==> src/rtl/aes_block_packer.sv <==
// aes_block_packer
//
// Input-side staging block for the AES decryptor. 16-bit ciphertext words
// from the CPU write path are packed big-endian into a 128-bit assembly
// register. Each completed block moves to an output register and is
// presented to the decryptor over a valid/ready handshake. Because the
// assembly and output registers are separate, the CPU can fill the next
// block while the decryptor still holds the current one. At most two
// blocks are buffered.
//
// Ports:
//   clk_i          clock
//   reset_i        asynchronous, active-high reset
//   word_i         16-bit ciphertext word from the CPU
//   word_v_i       word_i valid
//   word_ready_o   packer can accept a word this cycle
//   clear_i        synchronous abort; drops the partial and held blocks
//   block_o        packed 128-bit block; word 0 sits in block_o[127:112]
//   block_v_o      block_o valid
//   block_ready_i  decryptor ready; a block transfers on valid & ready
//   fill_cnt_o     words currently held in the assembly register (0..8)

module aes_block_packer #(
    parameter int word_width_p      = 16,
    parameter int words_per_block_p = 8
) (
    input  logic                                      clk_i,
    input  logic                                      reset_i,
    input  logic [word_width_p-1:0]                   word_i,
    input  logic                                      word_v_i,
    output logic                                      word_ready_o,
    input  logic                                      clear_i,
    output logic [word_width_p*words_per_block_p-1:0] block_o,
    output logic                                      block_v_o,
    input  logic                                      block_ready_i,
    output logic [3:0]                                fill_cnt_o
);

    localparam int block_width_lp = word_width_p * words_per_block_p;

    logic [block_width_lp-1:0] asm_r;
    logic [block_width_lp-1:0] out_r;
    logic [3:0]                cnt_r;
    logic                      out_full_r;

    logic                      word_fire;
    logic                      slot_free;
    logic                      completing;
    logic                      holding;
    logic                      load;
    logic                      consume;
    logic [block_width_lp-1:0] asm_next;

    assign word_ready_o = (cnt_r < 4'(words_per_block_p)) & ~clear_i;
    assign word_fire    = word_v_i & word_ready_o;
    assign slot_free    = ~out_full_r | block_ready_i;
    assign completing   = word_fire & (cnt_r == 4'(words_per_block_p - 1));
    assign holding      = (cnt_r == 4'(words_per_block_p));
    assign load         = slot_free & (completing | holding);
    assign consume      = out_full_r & block_ready_i;

    assign block_o    = out_r;
    assign block_v_o  = out_full_r;
    assign fill_cnt_o = cnt_r;

    // Assembly register with the incoming word merged into slot cnt_r.
    // Feeding this merged value to the output register lets the eighth
    // word reach block_o on the same edge it is accepted. While a full
    // block is held no word can fire, so this equals asm_r in that case.
    always_comb begin
        asm_next = asm_r;
        for (int k = 0; k < words_per_block_p; k++) begin
            if (word_fire && (cnt_r == 4'(k))) begin
                asm_next[(words_per_block_p-1-k)*word_width_p +: word_width_p] = word_i;
            end
        end
    end

    // Storage update. clear_i overrides everything else. A load takes
    // priority over a consume, so a block completing in the same cycle
    // the previous one leaves keeps block_v_o high without a bubble.
    // Without a load, a consume drops valid on the very next cycle,
    // because the decryptor counts every cycle its valid input is high.
    always_ff @(posedge clk_i or posedge reset_i) begin
        if (reset_i) begin
            asm_r      <= '0;
            out_r      <= '0;
            cnt_r      <= '0;
            out_full_r <= 1'b0;
        end else if (clear_i) begin
            cnt_r      <= '0;
            out_full_r <= 1'b0;
        end else begin
            if (word_fire) begin
                asm_r <= asm_next;
            end
            if (load) begin
                out_r      <= asm_next;
                out_full_r <= 1'b1;
                cnt_r      <= '0;
            end else begin
                if (completing) begin
                    cnt_r <= 4'(words_per_block_p);
                end else if (word_fire) begin
                    cnt_r <= cnt_r + 4'd1;
                end
                if (consume) begin
                    out_full_r <= 1'b0;
                end
            end
        end
    end

endmodule

==> config.mk <==
export PLATFORM = sky130hd
export DESIGN_NAME = aes_block_packer
export DESIGN_NICKNAME = d
export VERILOG_FILES = /design/src/rtl/aes_block_packer.sv
export SDC_FILE = /design/constraint.sdc
export NUM_CORES = 1
export LEC_CHECK = 0
export BUFFER_PORTS_ARGS = -buffer_cell sky130_fd_sc_hd__buf_2
export CORE_MARGIN = 3
export CORE_UTILIZATION = 56
export CTS_CLUSTER_SIZE = 16
export DETAILED_ROUTE_END_ITERATION = 7
export HOLD_SLACK_MARGIN = 0.06
export PLACE_DENSITY = 0.76
export SETUP_SLACK_MARGIN = 0.05
export SLEW_MARGIN = 20
export SYNTH_ARGS = -nofsm -noshare
export SYNTH_HDL_FRONTEND = slang
export SYNTH_SLANG_ARGS = --single-unit
==> constraint.sdc <==
create_clock -name clk_i -period 8.7 [get_ports clk_i]
set_input_delay 0.435 -clock clk_i [delete_from_list [all_inputs] [get_ports clk_i]]
set_output_delay 0.435 -clock clk_i [all_outputs]
set_load 0.05 [all_outputs]
* Word-level counts from Yosys, hierarchy flattened
Index checks and enable logic that the tools add are counted.
** Word-level totals
- Flip-flop bits (word level) :: 261
- Input port bits :: 21
- Output and inout port bits :: 134
** Operators by class
- Reductions and logical operators :: 13
- Equality and inequality tests :: 8
- Bitwise operators :: 9
- Add/sub/neg operators :: 1
- Multiplexer cells :: 15
- Magnitude comparators :: 1
** Operators by type and width (number)
- $mux 16 :: 8
- $eq 4x3->1 const B :: 4
- $mux 4 :: 4
- $eq 4x2->1 const B :: 2
- $logic_and 1x1->1 :: 8
- $and 1x1->1 :: 5
- $add 4x1->4 const B :: 1
- $eq 4x1->1 const B :: 1
- $eq 4x4->1 const B :: 1
- $logic_not 4->1 :: 1
- $lt 4x4->1 const B :: 1
- $reduce_and 2->1 :: 2
- $reduce_bool 4->1 :: 1
- $mux 1 :: 3
- $reduce_bool 3->1 :: 1
- $not 1->1 :: 2
- $or 1x1->1 :: 2

* Depth between registers and ports, before layout
Gate-level depths: netlist of run 1.
- Word-level depth :: 8
- Depth in mapped cells :: 8
- Mapped depth without buffers :: 6

* Worst setup path after synthesis of run 1
Ideal clock, no wire load.
- Path kind :: reg2reg
- Start point :: reg cnt_r[0] (netlist: fill_cnt_o[0])
- End point :: reg out_r[64] (netlist: block_o[64])
- Setup time :: 0.125 ns
- Arrival time :: 2.370 ns
- Period minus slack after synthesis :: 2.494 ns
- Slack :: 6.206 ns
- Path buffers :: 1
- Cell stages (with the launch flop) :: 7
- Cells stage by stage :: dfrtp_1 > ha_1 > nand2_1 > nor4_2 > buf_2 > mux2_2 > mux2_2
** On the way
- Word-level cells in the longest chain between the ends :: 7
** RTL lines
- start, declared :: RTL line 43 : logic [3:0] cnt_r;
- start signal, assigned :: RTL line 103 : cnt_r <= 4'(words_per_block_p);
- start signal, assigned :: RTL line 105 : cnt_r <= cnt_r + 4'd1;
- $lt 4x4->1 :: RTL line 54 : assign word_ready_o = (cnt_r < 4'(words_per_block_p)) & ~clear_i;
- $and 1x1->1 :: RTL line 54
- $and 1x1->1 :: RTL line 55 : assign word_fire = word_v_i & word_ready_o;
- $and 1x1->1 :: RTL line 57 : assign completing = word_fire & (cnt_r == 4'(words_per_block_p - 1));
- $or 1x1->1 :: RTL line 59 : assign load = slot_free & (completing | holding);
- $and 1x1->1 :: RTL line 59
- $reduce_and 2->1 (no line)
- end signal, assigned :: RTL line 98 : out_r <= asm_next;
- end, declared :: RTL line 42 : logic [block_width_lp-1:0] out_r;
Parallel ways exist; a longest one is shown, timed or not.
A chain may end at the register's enable or synchronous reset.

* Worst setup path in the final report of run 1
- Start point :: reg cnt_r[0] (netlist: fill_cnt_o[0])
- End point :: reg out_r[81] (netlist: block_o[81])
The elaborated chain is that of the path after synthesis.

==> insert_results.sql, run 1 <==
INSERT INTO impl_metrics (metric_group, metric, value, unit) VALUES
('critical_path', 'setup_slack_on_the_worst_flop_to_flop_path', '5.69', 'ns'),
('critical_path', 'critPathBufInv', '1', ''),
('critical_path', 'worstPathArrival', '3.40', 'ns'),
('clock_tree', 'cts_buffers', '26', ''),
('yosys', 'syn-mean-instance-area', '17.0', 'um^2'),
('floorplan', 'start_util', '57.5', '%'),
('critical_path', 'worstSetupEndpoint', 'block_o[81]', ''),
('global_route', 'grt_start_max_net_pins', '120', ''),
('power', 'max-vdd-ir-drop', '0.000161', 'V'),
('yosys', 'synthesis.nets', '613', ''),
('finish', 'layout-area-overhead-vs-synth', '16.8', '%'),
('global_route', 'grt_pass1_vias', '5781', ''),
('yosys', 'synth_area', '9980', 'um^2'),
('critical_path', 'start_kind', 'flop', ''),
('floorplan', 'num_rows', '48', ''),
('floorplan', 'dieHeight', '140', 'um'),
('clock_tree', 'tritoncts', 'yes', ''),
('timing', 'post_route_clock_period_utilization', '34.6', '%'),
('global_route', 'antenna_found_initial', '0', ''),
('timing', 'max_slew.worst_pin.slew', '1.00', 'ns'),
('power', 'post-layout-total-power', '2.56', 'mW'),
('finish', 'num_antenna_cells', '0', ''),
('placed_design', 'dp_hpwl', '13.1', 'mm'),
('finish', 'drive_above_1_share', '60.0', '%'),
('yosys', 'synth_seq_area_share', '65.4', '%'),
('critical_path', 'critical_path.reg2reg.endpoint', 'block_o[81]', ''),
('clock_tree', 'clock_latency', '0.51', 'ns'),
('detailed_routing', 'detailroute.via_count', '5331', ''),
('status', 'run_status', 'complete, no violations', ''),
('critical_path', 'timing.reg2reg.worst_path_depth', '6', ''),
('global_route', 'gr-usage-all-layers', '20.7', '%'),
('timing', 'maxSlewViolCount', '0', ''),
('clock_tree', 'cts.sink_count', '261', ''),
('global_route', 'grt_overflow_total', '0', ''),
('detailed_routing', 'drt.antenna.violating_nets', '0', ''),
('critical_path', 'r2r_path_start', 'fill_cnt_o[0]', ''),
('clock_tree', 'hold_buffers', '0', ''),
('floorplan', 'pin_count', '155', ''),
('timing', 'setup_viol', '0', ''),
('critical_path', 'critical-path-slowest-cell', 'sky130_fd_sc_hd__buf_6', ''),
('clock_tree', 'post-cts-setup-buffer-count', '0', ''),
('clock_tree', 'clock_tree.buffer_depth', '3', ''),
('critical_path', 'cp_cell_instances', 'ha_1 -> and3b_1 -> a21oi_1 -> or3_4 -> buf_6 -> mux2_2', ''),
('placed_design', 'routabilityCongestion', '0.798', ''),
('yosys', 'synth_seq_cells', '261', ''),
('clock_tree', 'cts_resized', '0', ''),
('detailed_routing', 'detail_route.first_pass.iterations', '4', ''),
('timing', 'timing.clock.skew', '0.00676', 'ns'),
('yosys', 'synth-warning-count', '0', ''),
('critical_path', 'setup.worst_path.start', 'fill_cnt_o[0]', ''),
('power', 'cellPowerDensity', '220', 'nW/um^2'),
('detailed_routing', 'drt_iter0_drc', '183', ''),
('hold_path', 'hold_path_class', 'input pin to asynchronous set/reset pin', ''),
('detailed_routing', 'drc_errors', '0', ''),
('clock_tree', 'clkTransAtPathRegs', '0.06', 'ns'),
('job', 'drv.max_cap_violation_count', '0', ''),
('timing', 'worst_slew_margin_rel', '33.2', '%'),
('power', 'power.static_leakage', '6.39', 'nW'),
('finish', 'filler_cell_count', '1207', ''),
('global_route', 'grt_pass1_wl', '32.2', 'mm'),
('placed_design', 'buffer_ports.inserted', '154', ''),
('critical_path', 'criticalPathCategory', 'flop to flop', ''),
('timing', 'fin_crit', '3.01', 'ns'),
('timing', 'fin_setup_tns', '0', 'ns'),
('critical_path', 'worst_path_largest_cell_delay', '0.72', 'ns'),
('yosys', 'synth.distinct_cells', '28', ''),
('critical_path', 'cp_num_cells', '6', ''),
('detailed_routing', 'detail_route.vias_per_cell', '5.42', ''),
('timing', 'hold_viol_final', '0', ''),
('detailed_routing', 'finalWirelength', '19.8', 'mm'),
('finish', 'multi_input_area', '3200', 'um^2');
==> placed cells by master (no fill, tap or decap), types with 5 or more instances in the layout <==
master / synthesis / routed
sky130_fd_sc_hd__mux2_4: 10 / 10
sky130_fd_sc_hd__clkbuf_16: 0 / 27
sky130_fd_sc_hd__clkbuf_8: 0 / 5
sky130_fd_sc_hd__buf_2: 11 / 154
sky130_fd_sc_hd__nor2_1: 9 / 9
sky130_fd_sc_hd__dfrtp_1: 261 / 261
sky130_fd_sc_hd__mux2_2: 242 / 242
==> area by class of cell <==
cell class,count,area share (%)
multi-input cells,294,27.5
clock buffers,36,6.51
clock inverters,6,0.504
inverters,3,0.161
repair buffers,158,6.90
well taps,225,2.41
flip-flops and latches,261,56.0
==> cell families (layout without fill, tap and decap cells) <==
group	after synthesis	after routing	share of synthesized area (%)
flops	261	261	65.4
mux	256	256	29.3
buf+inv	33	203	2.66
simple gates	26	26	1.64
compound gates	7	7	0.414
fa+ha+maj	4	4	0.501
xor+xnor	1	1	0.0878
==> registers in the layout, indices dropped and copies added, names as in the netlist <==
register and flops:
fill_cnt_o 4, block_v_o 1, asm_r 128, block_o 128
==> metal layers <==
| layer | wire [um] | part of all wire, % | track usage (%) | vias to the layer above |
|---|---|---|---|---|
| li1 | - | - | - | 2377 |
| met2 | 9840 | 50 | 35.2 | 127 |
| met4 | 335 | 1.7 | 4.43 | 0 |
| met3 | 1050 | 5.3 | 4.36 | 23 |
| met1 | 8560 | 43 | 27.9 | 2804 |
| met5 | 0 | 0 | 0 | - |
==> cell usage after synthesis <==
cell type | count | area (um^2)
sky130_fd_sc_hd__o21bai_1 | 1 | 7.51
sky130_fd_sc_hd__ha_1 | 4 | 50.1
sky130_fd_sc_hd__or3_1 | 1 | 6.26
sky130_fd_sc_hd__mux2_4 | 10 | 150
sky130_fd_sc_hd__nor3_1 | 1 | 5.00
sky130_fd_sc_hd__clkbuf_1 | 1 | 3.75
sky130_fd_sc_hd__buf_2 | 11 | 55.1
sky130_fd_sc_hd__a21o_1 | 1 | 7.51
sky130_fd_sc_hd__buf_4 | 3 | 22.5
sky130_fd_sc_hd__nor3b_2 | 1 | 12.5
sky130_fd_sc_hd__mux2_2 | 242 | 2730
sky130_fd_sc_hd__nor4_2 | 1 | 12.5
sky130_fd_sc_hd__buf_6 | 14 | 158
sky130_fd_sc_hd__nand2_1 | 2 | 7.51
sky130_fd_sc_hd__dfrtp_1 | 261 | 6530
sky130_fd_sc_hd__and3_1 | 2 | 12.5
sky130_fd_sc_hd__and2_1 | 1 | 6.26
sky130_fd_sc_hd__or4_4 | 1 | 11.3
sky130_fd_sc_hd__xnor2_1 | 1 | 8.76
sky130_fd_sc_hd__inv_1 | 3 | 11.3
sky130_fd_sc_hd__nand3_2 | 2 | 20.0
sky130_fd_sc_hd__mux2_1 | 4 | 45.0
sky130_fd_sc_hd__a21oi_1 | 4 | 20.0
sky130_fd_sc_hd__nor2b_1 | 3 | 18.8
sky130_fd_sc_hd__a31oi_1 | 1 | 6.26
sky130_fd_sc_hd__buf_8 | 1 | 15.0
sky130_fd_sc_hd__and3b_1 | 2 | 17.5
sky130_fd_sc_hd__nor2_1 | 9 | 33.8
==> power breakdown <==
group,internal [mW],leakage (nW),switching [mW]
Combinational,0.0806,2.44,0.0966
Clock,0.633,0.408,0.429
Sequential,1.30,3.55,0.0229
Total,2.01,6.39,0.548
==> how the worst min path moves through the flow <==
stage	startpoint	end	slack, ns	cells after the start
5_1_grt	reset_i	block_o[127]	0.12	2
3_5_place_dp	asm_r[105]	asm_r[105]	0.48	1
4_1_cts	reset_i	block_o[127]	0.09	2
6_report	reset_i	block_o[127]	0.06	2
2_1_floorplan	asm_r[112]	asm_r[112]	0.47	1
3_3_place_gp	block_o[1]	block_o[1]	0.47	1
==> metrics by stage <==
step	cell area, um^2	worst slack [ns]	utilization [%]	hold slack [ns]	instances
after floorplan	9980	1.08	-	0.466	588
after detailed placement	10800	5.41	62.4	0.480	941
after global placement	10800	5.55	62.4	0.471	941
after global routing	11700	5.47	67.2	0.121	983
after CTS	11700	5.41	67.1	0.0938	983
final	11700	5.69	67.2	0.0574	983
==> worst register-to-register path: cells and delay by family (launching register included) <==
| family | cells | cell delay, ns |
|---|---|---|
| AOI/OAI and AO/OA | 1 | 0.22 |
| adders and majority gates | 1 | 0.27 |
| buffers and inverters | 1 | 0.72 |
| DFF | 1 | 0.43 |
| muxes | 1 | 0.50 |
| and+or+nand+nor | 2 | 0.75 |
(Power assumes the default switching activity.)
==> inputs of run 2 (changes only) <==
--- a/config.mk
+++ b/config.mk
@@ -5,13 +5,14 @@
 export SDC_FILE = /design/constraint.sdc
 export NUM_CORES = 1
 export LEC_CHECK = 0
+export ABC_AREA = 1
 export BUFFER_PORTS_ARGS = -buffer_cell sky130_fd_sc_hd__buf_2
 export CORE_MARGIN = 3
-export CORE_UTILIZATION = 56
+export CORE_UTILIZATION = 51
 export CTS_CLUSTER_SIZE = 16
 export DETAILED_ROUTE_END_ITERATION = 7
 export HOLD_SLACK_MARGIN = 0.06
-export PLACE_DENSITY = 0.76
+export PLACE_DENSITY = 0.72
 export SETUP_SLACK_MARGIN = 0.05
 export SLEW_MARGIN = 20
 export SYNTH_ARGS = -nofsm -noshare
==> constraint.sdc (replaced) <==
create_clock -name clk_i -period 2.5 [get_ports clk_i]
set_input_delay 0.125 -clock clk_i [delete_from_list [all_inputs] [get_ports clk_i]]
set_output_delay 0.125 -clock clk_i [all_outputs]
set_load 0.05 [all_outputs]
==> run 2 against run 1 <==
- total power increased to 3.7 times the previous value
- sequential power rose to 3.6 times the previous value
- clock power grew to 3.7 times the previous value
- setup slack got worse by 5.4 ns
- flip-flop and latch count unchanged
- critical path depth grew 4
- via count up 49%
- synthesized cell count is 98% higher
- cell count up 63%
- critical endpoint is now block_o[122]
- highest routed layer unchanged
==> insert_results.sql, run 2 <==
INSERT INTO impl_metrics (metric_group, metric, value, unit) VALUES
('status', 'run_status', 'complete, no violations', ''),
('detailed_routing', 'm1WireLength', '11.4', 'mm'),
('power', 'comb_power_share', '9.3', '%'),
('global_route', 'grt_start_max_net_pins', '101', ''),
('yosys', 'synth.distinct_cells', '22', ''),
('timing', 'maxSlewViolCount', '0', ''),
('timing', 'worst_hold_slack', '0.0870', 'ns'),
('detailed_routing', 'drt.antenna.violating_nets', '0', ''),
('detailed_routing', 'wl_met3', '1.92', 'mm'),
('clock_tree', 'tritoncts', 'yes', ''),
('timing', 'max_slew.worst_pin.slew', '0.650', 'ns'),
('yosys', 'ys_async_sr_fraction', '100', '%'),
('floorplan', 'pin_count', '155', ''),
('power', 'max-vdd-ir-drop', '0.000505', 'V'),
('floorplan', 'die-width', '148', 'um'),
('clock_tree', 'clock_latency', '0.52', 'ns'),
('global_route', 'antenna_found_initial', '0', ''),
('floorplan', 'start_util', '52.4', '%'),
('power', 'sequential_power_share', '49.3', '%'),
('power', 'cellPowerDensity', '774', 'nW/um^2'),
('yosys', 'synthesis.nets', '1188', ''),
('finish', 'final_common_cell', 'sky130_fd_sc_hd__nand2_1', ''),
('yosys', 'post_synth_most_frequent_cells', 'sky130_fd_sc_hd__nand2_1, sky130_fd_sc_hd__dfrtp_1, sky130_fd_sc_hd__nand3_1', ''),
('global_route', 'grt_pass1_wl', '41.5', 'mm'),
('yosys', 'syn-instance-count', '1163', ''),
('yosys', 'synth_seq_cells', '261', ''),
('detailed_routing', 'drc_errors', '0', ''),
('floorplan', 'dieHeight', '148', 'um'),
('timing', 'timing.clock.skew', '0.0152', 'ns'),
('power', 'post-layout-total-power', '9.53', 'mW'),
('power', 'power.static_leakage', '7.30', 'nW'),
('placed_design', 'placed_insts', '1534', ''),
('placed_design', 'dp_hpwl', '16.0', 'mm'),
('finish', 'final_cell_mix', 'sky130_fd_sc_hd__nand2_1, sky130_fd_sc_hd__dfrtp_1, sky130_fd_sc_hd__buf_2', ''),
('timing', 'clock.fmax', '460', 'MHz'),
('critical_path', 'crit_required', '2.96', 'ns'),
('floorplan', 'dieArea', '22000', 'um^2'),
('power', 'p_sw', '2.37', 'mW'),
('finish', 'final_cells', '1599', ''),
('yosys', 'synth_largest_area_cell', 'sky130_fd_sc_hd__dfrtp_1', ''),
('global_route', 'grt_pass1_vias', '7727', ''),
('floorplan', 'num_rows', '51', ''),
('detailed_routing', 'detailroute.via_count', '7959', ''),
('timing', 'post_route_clock_period_utilization', '87.0', '%'),
('yosys', 'synth_seq_area_share', '63.2', '%'),
('detailed_routing', 'finalWirelength', '25.9', 'mm'),
('yosys', 'synth_area', '10300', 'um^2'),
('detailed_routing', 'wl_per_cell', '16.2', 'um'),
('power', 'fraction_of_power_spent_switching_nets', '24.9', '%'),
('clock_tree', 'clockRootBuffer', 'sky130_fd_sc_hd__clkbuf_16', ''),
('finish', 'layout.area.seq', '6530', 'um^2'),
('critical_path', 'start_kind', 'flop', ''),
('global_route', 'gr-usage-all-layers', '23.5', '%'),
('finish', 'multi_input_area', '3330', 'um^2'),
('yosys', 'synth_largest_type_area_fraction', '63.2', '%'),
('power', 'share_clk_of_total_power', '41.4', '%'),
('timing', 'fin_crit', '2.18', 'ns'),
('global_route', 'grt_overflow_total', '0', ''),
('yosys', 'synth_flop_cell', 'sky130_fd_sc_hd__dfrtp_1', ''),
('detailed_routing', 'top_layer_used', 'met4', ''),
('critical_path', 'endpoint_kind', 'flop', ''),
('timing', 'setup_viol', '0', ''),
('finish', 'layout-area-overhead-vs-synth', '19.1', '%'),
('critical_path', 'critical_path.max_fanout', '54', ''),
('detailed_routing', 'drt_iter0_drc', '517', ''),
('timing', 'setup_ws', '0.324', 'ns'),
('clock_tree', 'cts.sink_count', '261', ''),
('placed_design', 'routabilityCongestion', '0.856', ''),
('critical_path', 'criticalPathCategory', 'flop to flop', ''),
('yosys', 'synthMostInstantiatedCell', 'sky130_fd_sc_hd__nand2_1', ''),
('clock_tree', 'clkTransAtPathRegs', '0.06', 'ns'),
('detailed_routing', 'wl_met2', '11.9', 'mm'),
('timing', 'worst_slew_margin_rel', '56.6', '%'),
('placed_design', 'pre_cts_ws', '0.335', 'ns'),
('clock_tree', 'post-cts-setup-buffer-count', '0', ''),
('yosys', 'synth_edf_count', '0', ''),
('hold_path', 'hold_path_class', 'input pin to flop', ''),
('critical_path', 'worstPathArrival', '2.64', 'ns'),
('yosys', 'leading_cell_types_by_total_area_after_synthesis', 'sky130_fd_sc_hd__dfrtp_1, sky130_fd_sc_hd__nand2_1, sky130_fd_sc_hd__nand3_1', ''),
('finish', 'filler_cell_count', '1658', ''),
('timing', 'rsz0062_at_grt', 'no', ''),
('clock_tree', 'clock_tree.buffer_depth', '3', ''),
('detailed_routing', 'detail_route.first_pass.iterations', '5', ''),
('finish', 'final_nets', '1340', ''),
('power', 'intPower', '7.15', 'mW'),
('floorplan', 'floorplan.core_area', '19700', 'um^2'),
('clock_tree', 'cts_buffers', '26', ''),
('timing', 'fin_setup_tns', '0', 'ns'),
('detailed_routing', 'detail_route.vias_per_cell', '4.98', ''),
('yosys', 'syn-mean-instance-area', '8.89', 'um^2'),
('yosys', 'synth-warning-count', '0', ''),
('job', 'drv.max_cap_violation_count', '0', ''),
('finish', 'num_antenna_cells', '0', ''),
('placed_design', 'buffer_ports.inserted', '154', ''),
('clock_tree', 'cts-htree-levels', '1', ''),
('timing', 'hold_viol_final', '0', ''),
('finish', 'drive_above_1_share', '17.8', '%');
==> run 2: cell types whose count changed in the layout (fill, tap and decap cells not counted), sizes merged, moves of 3 or more <==
cell | previous run | this run
nand4 | 0 | 5
clkinv | 4 | 12
nor2b | 3 | 0
nand3 | 2 | 73
buf | 158 | 174
nor2 | 9 | 14
a21oi | 4 | 0
nand2 | 2 | 721
inv | 4 | 13
dlygate4sd3 | 0 | 18
mux2 | 256 | 0
==> run 2: what timing repair did <==
| action | CTS | global route |
|---|---|---|
| resized for setup | 0 | 0 |
| hold buffers | 18 | 0 |
| hold endpoints to repair | 135 | 0 |
==> run 2: final timing paths <==
kind	from	end	slack (ns)	cells after the start
max	fill_cnt_o[1]	block_o[122]	0.32	10
min	block_ready_i	block_v_o	0.09	6
max reg2reg	fill_cnt_o[1]	block_o[122]	0.32	10
min reg2reg	asm_r[41]	asm_r[41]	0.47	2
max in group asynchronous	reset_i	asm_r[9]	1.39	4
min in group asynchronous	reset_i	block_o[61]	0.24	3
==> run 2: area by class of cell <==
class | instances | area share (%)
Inverter | 15 | 0.528
Clock buffer | 34 | 6.11
Tap cell | 265 | 2.69
Clock inverter | 13 | 1.03
Timing Repair Buffer | 192 | 9.55
Sequential cell | 261 | 53.0
Multi-Input combinational cell | 819 | 27.0
==> run 2: per-stage QoR <==
step | util [%] | area, um^2
after floorplan | - | 10300
after global placement | 57.1 | 11300
after detailed placement | 57.1 | 11300
after CTS | 62.4 | 12300
after global routing | 62.4 | 12300
final | 62.4 | 12300
==> run 2: cell families (layout without fill, tap and decap cells) <==
family	count (synthesis)	in the layout	synth area share, %
and+or+nand+nor	815	815	31.6
adders and majority gates	4	4	0.484
DFF	261	261	63.2
buffers and inverters	83	254	4.71
==> run 2: worst max-delay path, cell delays in order (launching register included) <==
cell	delay [ns]
sky130_fd_sc_hd__dfrtp_1	0.43
sky130_fd_sc_hd__ha_1	0.22
sky130_fd_sc_hd__nand2_1	0.08
sky130_fd_sc_hd__inv_1	0.11
sky130_fd_sc_hd__nand3_4	0.20
sky130_fd_sc_hd__nand2_1	0.19
sky130_fd_sc_hd__nand3_4	0.12
sky130_fd_sc_hd__inv_4	0.25
sky130_fd_sc_hd__buf_12	0.29
sky130_fd_sc_hd__nand2_1	0.10
sky130_fd_sc_hd__nand2_1	0.08
==> run 2: power groups by stage <==
stage / clock network, mW / logic, mW / registers (mW)
final: 3.94 / 0.890 / 4.70
after global routing: 4.19 / 1.01 / 4.73
after CTS: 4.00 / 0.900 / 4.70
after detailed placement: 0 / 0.873 / 4.77
after global placement: 0 / 0.857 / 4.76
after floorplan: 0 / 0.546 / 4.84
==> run 2: metal layers <==
layer  GRT usage (%)  vias up
met5               0        -
met4            7.11        0
met3            4.84       51
met2            37.1      281
met1            33.5     3764
li1                -     3863
